--- src/rtl/alu_control_transfer.sv ---
// Branch/jump resolution unit with a one-deep registered result stage.
// Ports: clock/reset_n, flush, in_valid/in_ready request handshake,
//   op/pc/rs1_value/rs2_value/immediate request fields,
//   out_valid/out_ready result handshake, next_pc/rd_value/rd_write/taken/
//   misaligned/illegal result fields, taken_count saturating counter.
module alu_control_transfer #(
    parameter int XLEN       = 32,
    parameter int COMPRESSED = 0,
    parameter int CNT_W      = 16
) (
    input  logic             clock,
    input  logic             reset_n,
    input  logic             flush,
    input  logic             in_valid,
    output logic             in_ready,
    input  logic [3:0]       op,
    input  logic [XLEN-1:0]  pc,
    input  logic [XLEN-1:0]  rs1_value,
    input  logic [XLEN-1:0]  rs2_value,
    input  logic [XLEN-1:0]  immediate,
    output logic             out_valid,
    input  logic             out_ready,
    output logic [XLEN-1:0]  next_pc,
    output logic [XLEN-1:0]  rd_value,
    output logic             rd_write,
    output logic             taken,
    output logic             misaligned,
    output logic             illegal,
    output logic [CNT_W-1:0] taken_count
);

    localparam logic [3:0] OP_JAL  = 4'd0;
    localparam logic [3:0] OP_JALR = 4'd1;
    localparam logic [3:0] OP_BEQ  = 4'd2;
    localparam logic [3:0] OP_BNE  = 4'd3;
    localparam logic [3:0] OP_BLT  = 4'd4;
    localparam logic [3:0] OP_BGE  = 4'd5;
    localparam logic [3:0] OP_BLTU = 4'd6;
    localparam logic [3:0] OP_BGEU = 4'd7;

    localparam logic [XLEN-1:0] FOUR = XLEN'(4);

    logic             valid_q, valid_d;
    logic [XLEN-1:0]  npc_q, npc_d;
    logic [XLEN-1:0]  rdv_q, rdv_d;
    logic             rdw_q, rdw_d;
    logic             tkn_q, tkn_d;
    logic             mis_q, mis_d;
    logic             ill_q, ill_d;
    logic [CNT_W-1:0] cnt_q, cnt_d;

    logic             accept;
    logic [XLEN-1:0]  pc4;
    logic [XLEN-1:0]  jalr_sum;
    logic [XLEN-1:0]  target;
    logic             is_jump;
    logic             is_ill;
    logic             cond;
    logic             take;
    logic             mis;

    assign in_ready = (!valid_q || out_ready) && !flush;
    assign accept   = in_valid && in_ready;

    always_comb begin
        pc4      = pc + FOUR;
        jalr_sum = rs1_value + immediate;
        is_jump  = 1'b0;
        is_ill   = 1'b0;
        cond     = 1'b0;
        target   = pc + immediate;
        case (op)
            OP_JAL:  is_jump = 1'b1;
            OP_JALR: begin
                is_jump = 1'b1;
                target  = {jalr_sum[XLEN-1:1], 1'b0};
            end
            OP_BEQ:  cond = (rs1_value == rs2_value);
            OP_BNE:  cond = (rs1_value != rs2_value);
            OP_BLT:  cond = ($signed(rs1_value) <  $signed(rs2_value));
            OP_BGE:  cond = ($signed(rs1_value) >= $signed(rs2_value));
            OP_BLTU: cond = (rs1_value <  rs2_value);
            OP_BGEU: cond = (rs1_value >= rs2_value);
            default: is_ill = 1'b1;
        endcase
        take = is_jump || cond;
        // Alignment only matters once fetch would actually be redirected.
        if (COMPRESSED != 0) begin
            mis = take && target[0];
        end else begin
            mis = take && (target[1:0] != 2'b00);
        end
    end

    always_comb begin
        valid_d = valid_q;
        npc_d   = npc_q;
        rdv_d   = rdv_q;
        rdw_d   = rdw_q;
        tkn_d   = tkn_q;
        mis_d   = mis_q;
        ill_d   = ill_q;
        cnt_d   = cnt_q;
        if (flush) begin
            valid_d = 1'b0;
        end else if (accept) begin
            valid_d = 1'b1;
        end else if (out_ready) begin
            valid_d = 1'b0;
        end
        if (accept) begin
            npc_d = take ? target : pc4;
            rdv_d = is_jump ? pc4 : '0;
            rdw_d = is_jump && !mis;
            tkn_d = take;
            mis_d = mis;
            ill_d = is_ill;
            // Counted at acceptance so a later stall or flush cannot lose it.
            if (take && !mis && !(&cnt_q)) begin
                cnt_d = cnt_q + CNT_W'(1);
            end
        end
    end

    always_ff @(posedge clock or negedge reset_n) begin
        if (!reset_n) begin
            valid_q <= 1'b0;
            npc_q   <= '0;
            rdv_q   <= '0;
            rdw_q   <= 1'b0;
            tkn_q   <= 1'b0;
            mis_q   <= 1'b0;
            ill_q   <= 1'b0;
            cnt_q   <= '0;
        end else begin
            valid_q <= valid_d;
            npc_q   <= npc_d;
            rdv_q   <= rdv_d;
            rdw_q   <= rdw_d;
            tkn_q   <= tkn_d;
            mis_q   <= mis_d;
            ill_q   <= ill_d;
            cnt_q   <= cnt_d;
        end
    end

    assign out_valid   = valid_q;
    assign next_pc     = npc_q;
    assign rd_value    = rdv_q;
    assign rd_write    = rdw_q;
    assign taken       = tkn_q;
    assign misaligned  = mis_q;
    assign illegal     = ill_q;
    assign taken_count = cnt_q;

endmodule

--- config.mk ---
export PLATFORM = sky130hd
export DESIGN_NAME = alu_control_transfer
export DESIGN_NICKNAME = d
export VERILOG_FILES = /design/src/rtl/alu_control_transfer.sv
export SDC_FILE = /design/constraint.sdc
export NUM_CORES = 1
export LEC_CHECK = 0
export ABC_AREA = 1
export ABC_CLOCK_PERIOD_IN_PS = 4200
export CAP_MARGIN = 20
export CORE_MARGIN = 5
export CORE_UTILIZATION = 40
export CTS_CLUSTER_SIZE = 24
export DETAILED_ROUTE_END_ITERATION = 16
export PLACE_DENSITY = 0.76
export SYNTH_ARGS = -nofsm -noshare
export SYNTH_HDL_FRONTEND = slang
export SYNTH_SLANG_ARGS = --single-unit
--- constraint.sdc ---
create_clock -name clock -period 4.2 [get_ports clock]
set_input_delay 1.26 -clock clock [delete_from_list [all_inputs] [get_ports clock]]
set_output_delay 1.26 -clock clock [all_outputs]
set_load 0.05 [all_outputs]
=== After elaboration in Yosys (flattened, before gate mapping) ===
Index checks and enable logic that the tools add are counted.

* Input bits: 137
* Register bits: 85

* Muxes and demuxes: 9
* Eq/ne operators: 9
* Add/sub/neg operators: 4
* Reduce and logical (&&, ||, !) cells: 19
* $lt $le $gt $ge: 4

{| class="wikitable"
|+ Operator list
! kind !! count
|-
| $mux W32 || 3
|-
| $add A32 B32 Y32 || 2
|-
| $ge A32 B32 Y1 || 2
|-
| $lt A32 B32 Y1 || 2
|-
| $add A32 B3 Y32 const B || 1
|-
| $eq A32 B32 Y1 || 1
|-
| $ne A32 B32 Y1 || 1
|-
| $add A16 B1 Y16 const B || 1
|-
| $eq A4 B3 Y1 const B || 4
|-
| $reduce_and A16 Y1 || 1
|-
| $eq A4 B2 Y1 const B || 2
|-
| $reduce_or A8 Y1 || 1
|-
| $logic_and A1 B1 Y1 || 6
|-
| $pmux W1 S6 || 1
|-
| $mux W1 || 5
|-
| $eq A4 B1 Y1 const B || 1
|-
| $logic_not A1 Y1 || 4
|-
| $logic_not A4 Y1 || 1
|-
| $reduce_bool A3 Y1 || 1
|-
| $logic_or A1 B1 Y1 || 2
|-
| $reduce_and A2 Y1 || 1
|-
| $reduce_bool A2 Y1 || 1
|-
| $reduce_or A2 Y1 || 1
|}

=== Logic depth before layout (Yosys ltp) ===
* Depth in word-level cells: 9
* Gate-level depth with buffers: 23
* Depth with buffers taken out: 22

=== Worst setup path before layout ===
No wires, ideal clock.

* Kind: input port to output port
* Start: in out_ready
* End: out in_ready
* Cell stages on the path: 4
* Data required time: 2.940 ns
* Setup slack: 0.863 ns
* Data arrival time: 2.077 ns
* Path through: inv_1 > nand2_1 > inv_1 > nor2_1

* Longest elaborated chain between the ends: 2

{| class="wikitable"
|+ Ends and longest elaborated chain
! element !! line !! text
|-
| from (decl) || 22 || <nowiki>input logic out_ready,</nowiki>
|-
| $logic_or A1 B1 Y1 || 62 || <nowiki>assign in_ready = (!valid_q || out_ready) && !flush;</nowiki>
|-
| $logic_and A1 B1 Y1 || 62 ||
|-
| to (decl) || 15 || <nowiki>output logic in_ready,</nowiki>
|}

Every way passes these cells.

=== Worst setup path in the final report ===
* Start: in immediate[0]
* End: reg npc_q[18] (netlist: next_pc[18])

* Longest elaborated chain between the ends: 3
* Elaborated cells on any way between the ends: 4
* Those cells by class: add/sub: 2; mux: 2

{| class="wikitable"
|+ Ends and longest elaborated chain
! element !! line !! text
|-
| from (decl) || 20 || <nowiki>input logic [XLEN-1:0] immediate,</nowiki>
|-
| $add A32 B32 Y32 (on tied branches) || 71, 67 ||
|-
| $mux W32 (*) || 72 || <nowiki>case (op)</nowiki>
|-
| $mux W32 (*) || 112 || <nowiki>npc_d = take ? target : pc4;</nowiki>
|-
| to (signal assigned) || 137 || <nowiki>npc_q <= npc_d;</nowiki>
|-
| to (decl) || 44 || <nowiki>logic [XLEN-1:0] npc_q, npc_d;</nowiki>
|}

Mark *: on every way between the ends. The rest lies on a longest branch, timed or not.
A chain may end at the register's enable or synchronous reset.

==> flow_metrics.env <==
export IMPL_io_pins=223
export IMPL_cts_buffers=9
export IMPL_clkPwrFrac=0.251
export IMPL_peakVddDrop_mv=0.195
export IMPL_status="finished, final reports clean"
export IMPL_start_util=0.406
export IMPL_crit_path_end_kind="flip-flop"
export IMPL_worstSetupStartpointType="primary input"
export IMPL_critPathMaxFanout=4
export IMPL_clk_latency_ns=0.34
export IMPL_ys_types=51
export IMPL_ys_flop_type="dfrtp_1"
export IMPL_layout_common_cells="nand2_1, clkdlybuf4s50_1, inv_1"
export IMPL_worstPathCellList="clkdlybuf4s50_1, ha_1, inv_1, fa_1, o21ai_1, a21boi_0, o21ai_1, nand2_1, nand2_1, a21oi_1, o21ai_0, nand2_1, inv_1, nand2_1, nand3_1, nand2_1"
export IMPL_finalSetupViolCount=0
export IMPL_comb_power_share=0.481
export IMPL_yosysWarnings=0
export IMPL_vias_per_cell=5.34
export IMPL_setup_tns_ns=0
export IMPL_fmax_mhz=261
export IMPL_p_switching_uw=1540
export IMPL_die_h_um=167
export IMPL_avgSynthCellArea_um2=6.30
export IMPL_intPower_uw=2120
export IMPL_ant_nets=0
export IMPL_netSwitchingFraction=0.421
export IMPL_postSynthNetCount=1802
export IMPL_fin_crit_ns=3.84
export IMPL_wl_per_cell_um=17.5
export IMPL_dp_slack_ns=0.0885
export IMPL_cp_top_family="compound AO/OA/AOI/OAI gates"
export IMPL_rows=57
export IMPL_gp_congestion=0.994
export IMPL_yosysTopAreaCellShare=0.215
export IMPL_fin_cells=2127
export IMPL_cts_hold_buf=0
export IMPL_grt_overflow_total=0
export IMPL_crit_required_ns=4.42
export IMPL_synthCells=1568
export IMPL_clock_path_buffers=2
export IMPL_placed_area_mm2=0.0126
export IMPL_rsz0062_at_grt="false"
export IMPL_die_w_um=167
export IMPL_cts_sinks=85
export IMPL_area_delta_synth_final_pct=30.8
export IMPL_via_count=11348
export IMPL_cts_resized_gates=0
export IMPL_drive_above_1_share=0.0460
export IMPL_post_cts_setup_buffers=0
export IMPL_grt_use_total=0.257
export IMPL_pwr_share_seq=0.268
export IMPL_multi_input_area_mm2=0.00675
export IMPL_nets=2033
export IMPL_finalInstanceArea_mm2=0.0129
export IMPL_netlist_area_mm2=0.00988
export IMPL_first_global_vias=11008
export IMPL_drt_iter0_markers=885
export IMPL_power_density_mw_per_mm2=284
export IMPL_regArea_mm2=0.00213
export IMPL_slew_headroom=0.301
export IMPL_core_mm2=0.0243
export IMPL_dr_pass1_iters=5
export IMPL_synth_area_top_cells="dfrtp_1, nand2_1, ha_1"
export IMPL_die_area_mm2=0.0279
export IMPL_root_buffer="clkbuf_16"
export IMPL_postSynth_asyncResetShare=1.00
export IMPL_hold_class="flip-flop to flip-flop"
export IMPL_tritoncts="done"
export IMPL_portBuffers=222
export IMPL_slowest_stage="clkdlybuf4s50_1"
export IMPL_route_detailed_drc=0
export IMPL_grt_max_degree=86
export IMPL_period_share=0.914
export IMPL_crit_arrival_ns=4.05
export IMPL_grt_antenna_before_repair=0
export IMPL_fin_skew_ns=0.0124
export IMPL_path_class="primary input to flip-flop"
export IMPL_synth_edf_count=0
export IMPL_hold_viol=0
export IMPL_final_util=0.531
export IMPL_cts_htree_levels=3
export IMPL_yosysTopAreaCell="dfrtp_1"
export IMPL_dp_cells=2111
export IMPL_drv_slew=0
export IMPL_tightestPinTransition_ns=1.05
export IMPL_fin_ws_ns=0.363
export IMPL_grt_pass1_wl_um=58500
export IMPL_clk_pin_slew_ns=0.07
export IMPL_path_common_cell="nand2_1"
export IMPL_crit_buf_inv=3
export IMPL_nFillCells=2445
export IMPL_yosys_register_bits=85
export IMPL_dp_hpwl_um=31100
export IMPL_antenna_cells=0
export IMPL_yosysSeqAreaShare=0.215
export IMPL_cp_slowest_stage_delay_ns=0.50
export IMPL_drv_cap=0
export IMPL_p_leak_uw=0.00633
export IMPL_drt_total_wl_um=37300
export IMPL_layout_commonest_cell="nand2_1"
[worst register-to-register path, delay by kind of cell (launching register included)]
kind	cells	cell delay, ns
flops	1	0.37
simple gates	6	0.85
buf+inv	3	0.68
[path summary, 6_finish.rpt]
| path | start | end | slack [ns] | cells past startpoint |
|---|---|---|---|---|
| worst max-delay path | immediate[0] | next_pc[18] | 0.36 | 16 |
| worst min-delay path | next_pc[29] | next_pc[29] | 0.48 | 2 |
| worst max register to register | out_valid | taken_count[13] | 2.19 | 9 |
| worst min register to register | next_pc[29] | next_pc[29] | 0.48 | 2 |
| max in group asynchronous | reset_n | next_pc[19] | 2.76 | 2 |
| min in group asynchronous | reset_n | next_pc[1] | 0.82 | 1 |
[kinds of logic after synthesis]
group,Yosys count,share of synthesized area
and+or+nand+nor,819,0.360
AOI/OAI and AO/OA,274,0.155
buffers and inverters,243,0.101
adders and majority gates,97,0.124
DFF,85,0.215
xor gates and xnor gates,50,0.0443
[power by group through the flow]
stage / sequential (µW) / clock [µW] / combinational, µW
3_3_place_gp: 996 / 0 / 1730
6_report: 982 / 920 / 1760
3_5_place_dp: 995 / 0 / 1750
5_1_grt: 993 / 970 / 1920
4_1_cts: 982 / 931 / 1750
2_1_floorplan: 1300 / 0 / 770
[registers in the layout, indices dropped and copies added, names as in the netlist]
| register | flops |
|---|---|
| illegal | 1 |
| next_pc | 32 |
| misaligned | 1 |
| rd_value | 32 |
| taken_count | 16 |
| rd_write | 1 |
| out_valid | 1 |
| taken | 1 |
[area by class of cell]
cell class,instances,area share
clock buffers,9,0.0174
clock inverters,6,0.00871
inverters,209,0.0607
multi-input cells,1240,0.523
flip-flops and latches,85,0.165
well taps,324,0.0314
repair buffers,254,0.195
[synth_stat cells (19+ instances only)]
cell type,n
nand3_1,144
clkbuf_1,19
o21ai_0,106
dfrtp_1,85
nand2_1,448
nor3_1,22
ha_1,95
inv_1,203
nor2_1,120
xor2_1,32
nand4_1,45
a21oi_1,105
[layer usage]
layer  track usage  vias up  wire, µm
li1              -     5667         -
met5             0        -         0
met3        0.0290       67      2330
met4        0.0812        0      1160
met2         0.431      461     17100
met1         0.350     5153     16700
[per-stage QoR]
step | hold slack (ns) | power [µW]
final | 0.481 | 3670
after global routing | 0.507 | 3880
after CTS | 0.487 | 3660
after detailed placement | 0.469 | 2740
after global placement | 0.465 | 2730
after floorplan | 0.760 | 2070
Note: power is estimated with default switching activity, not from simulation.
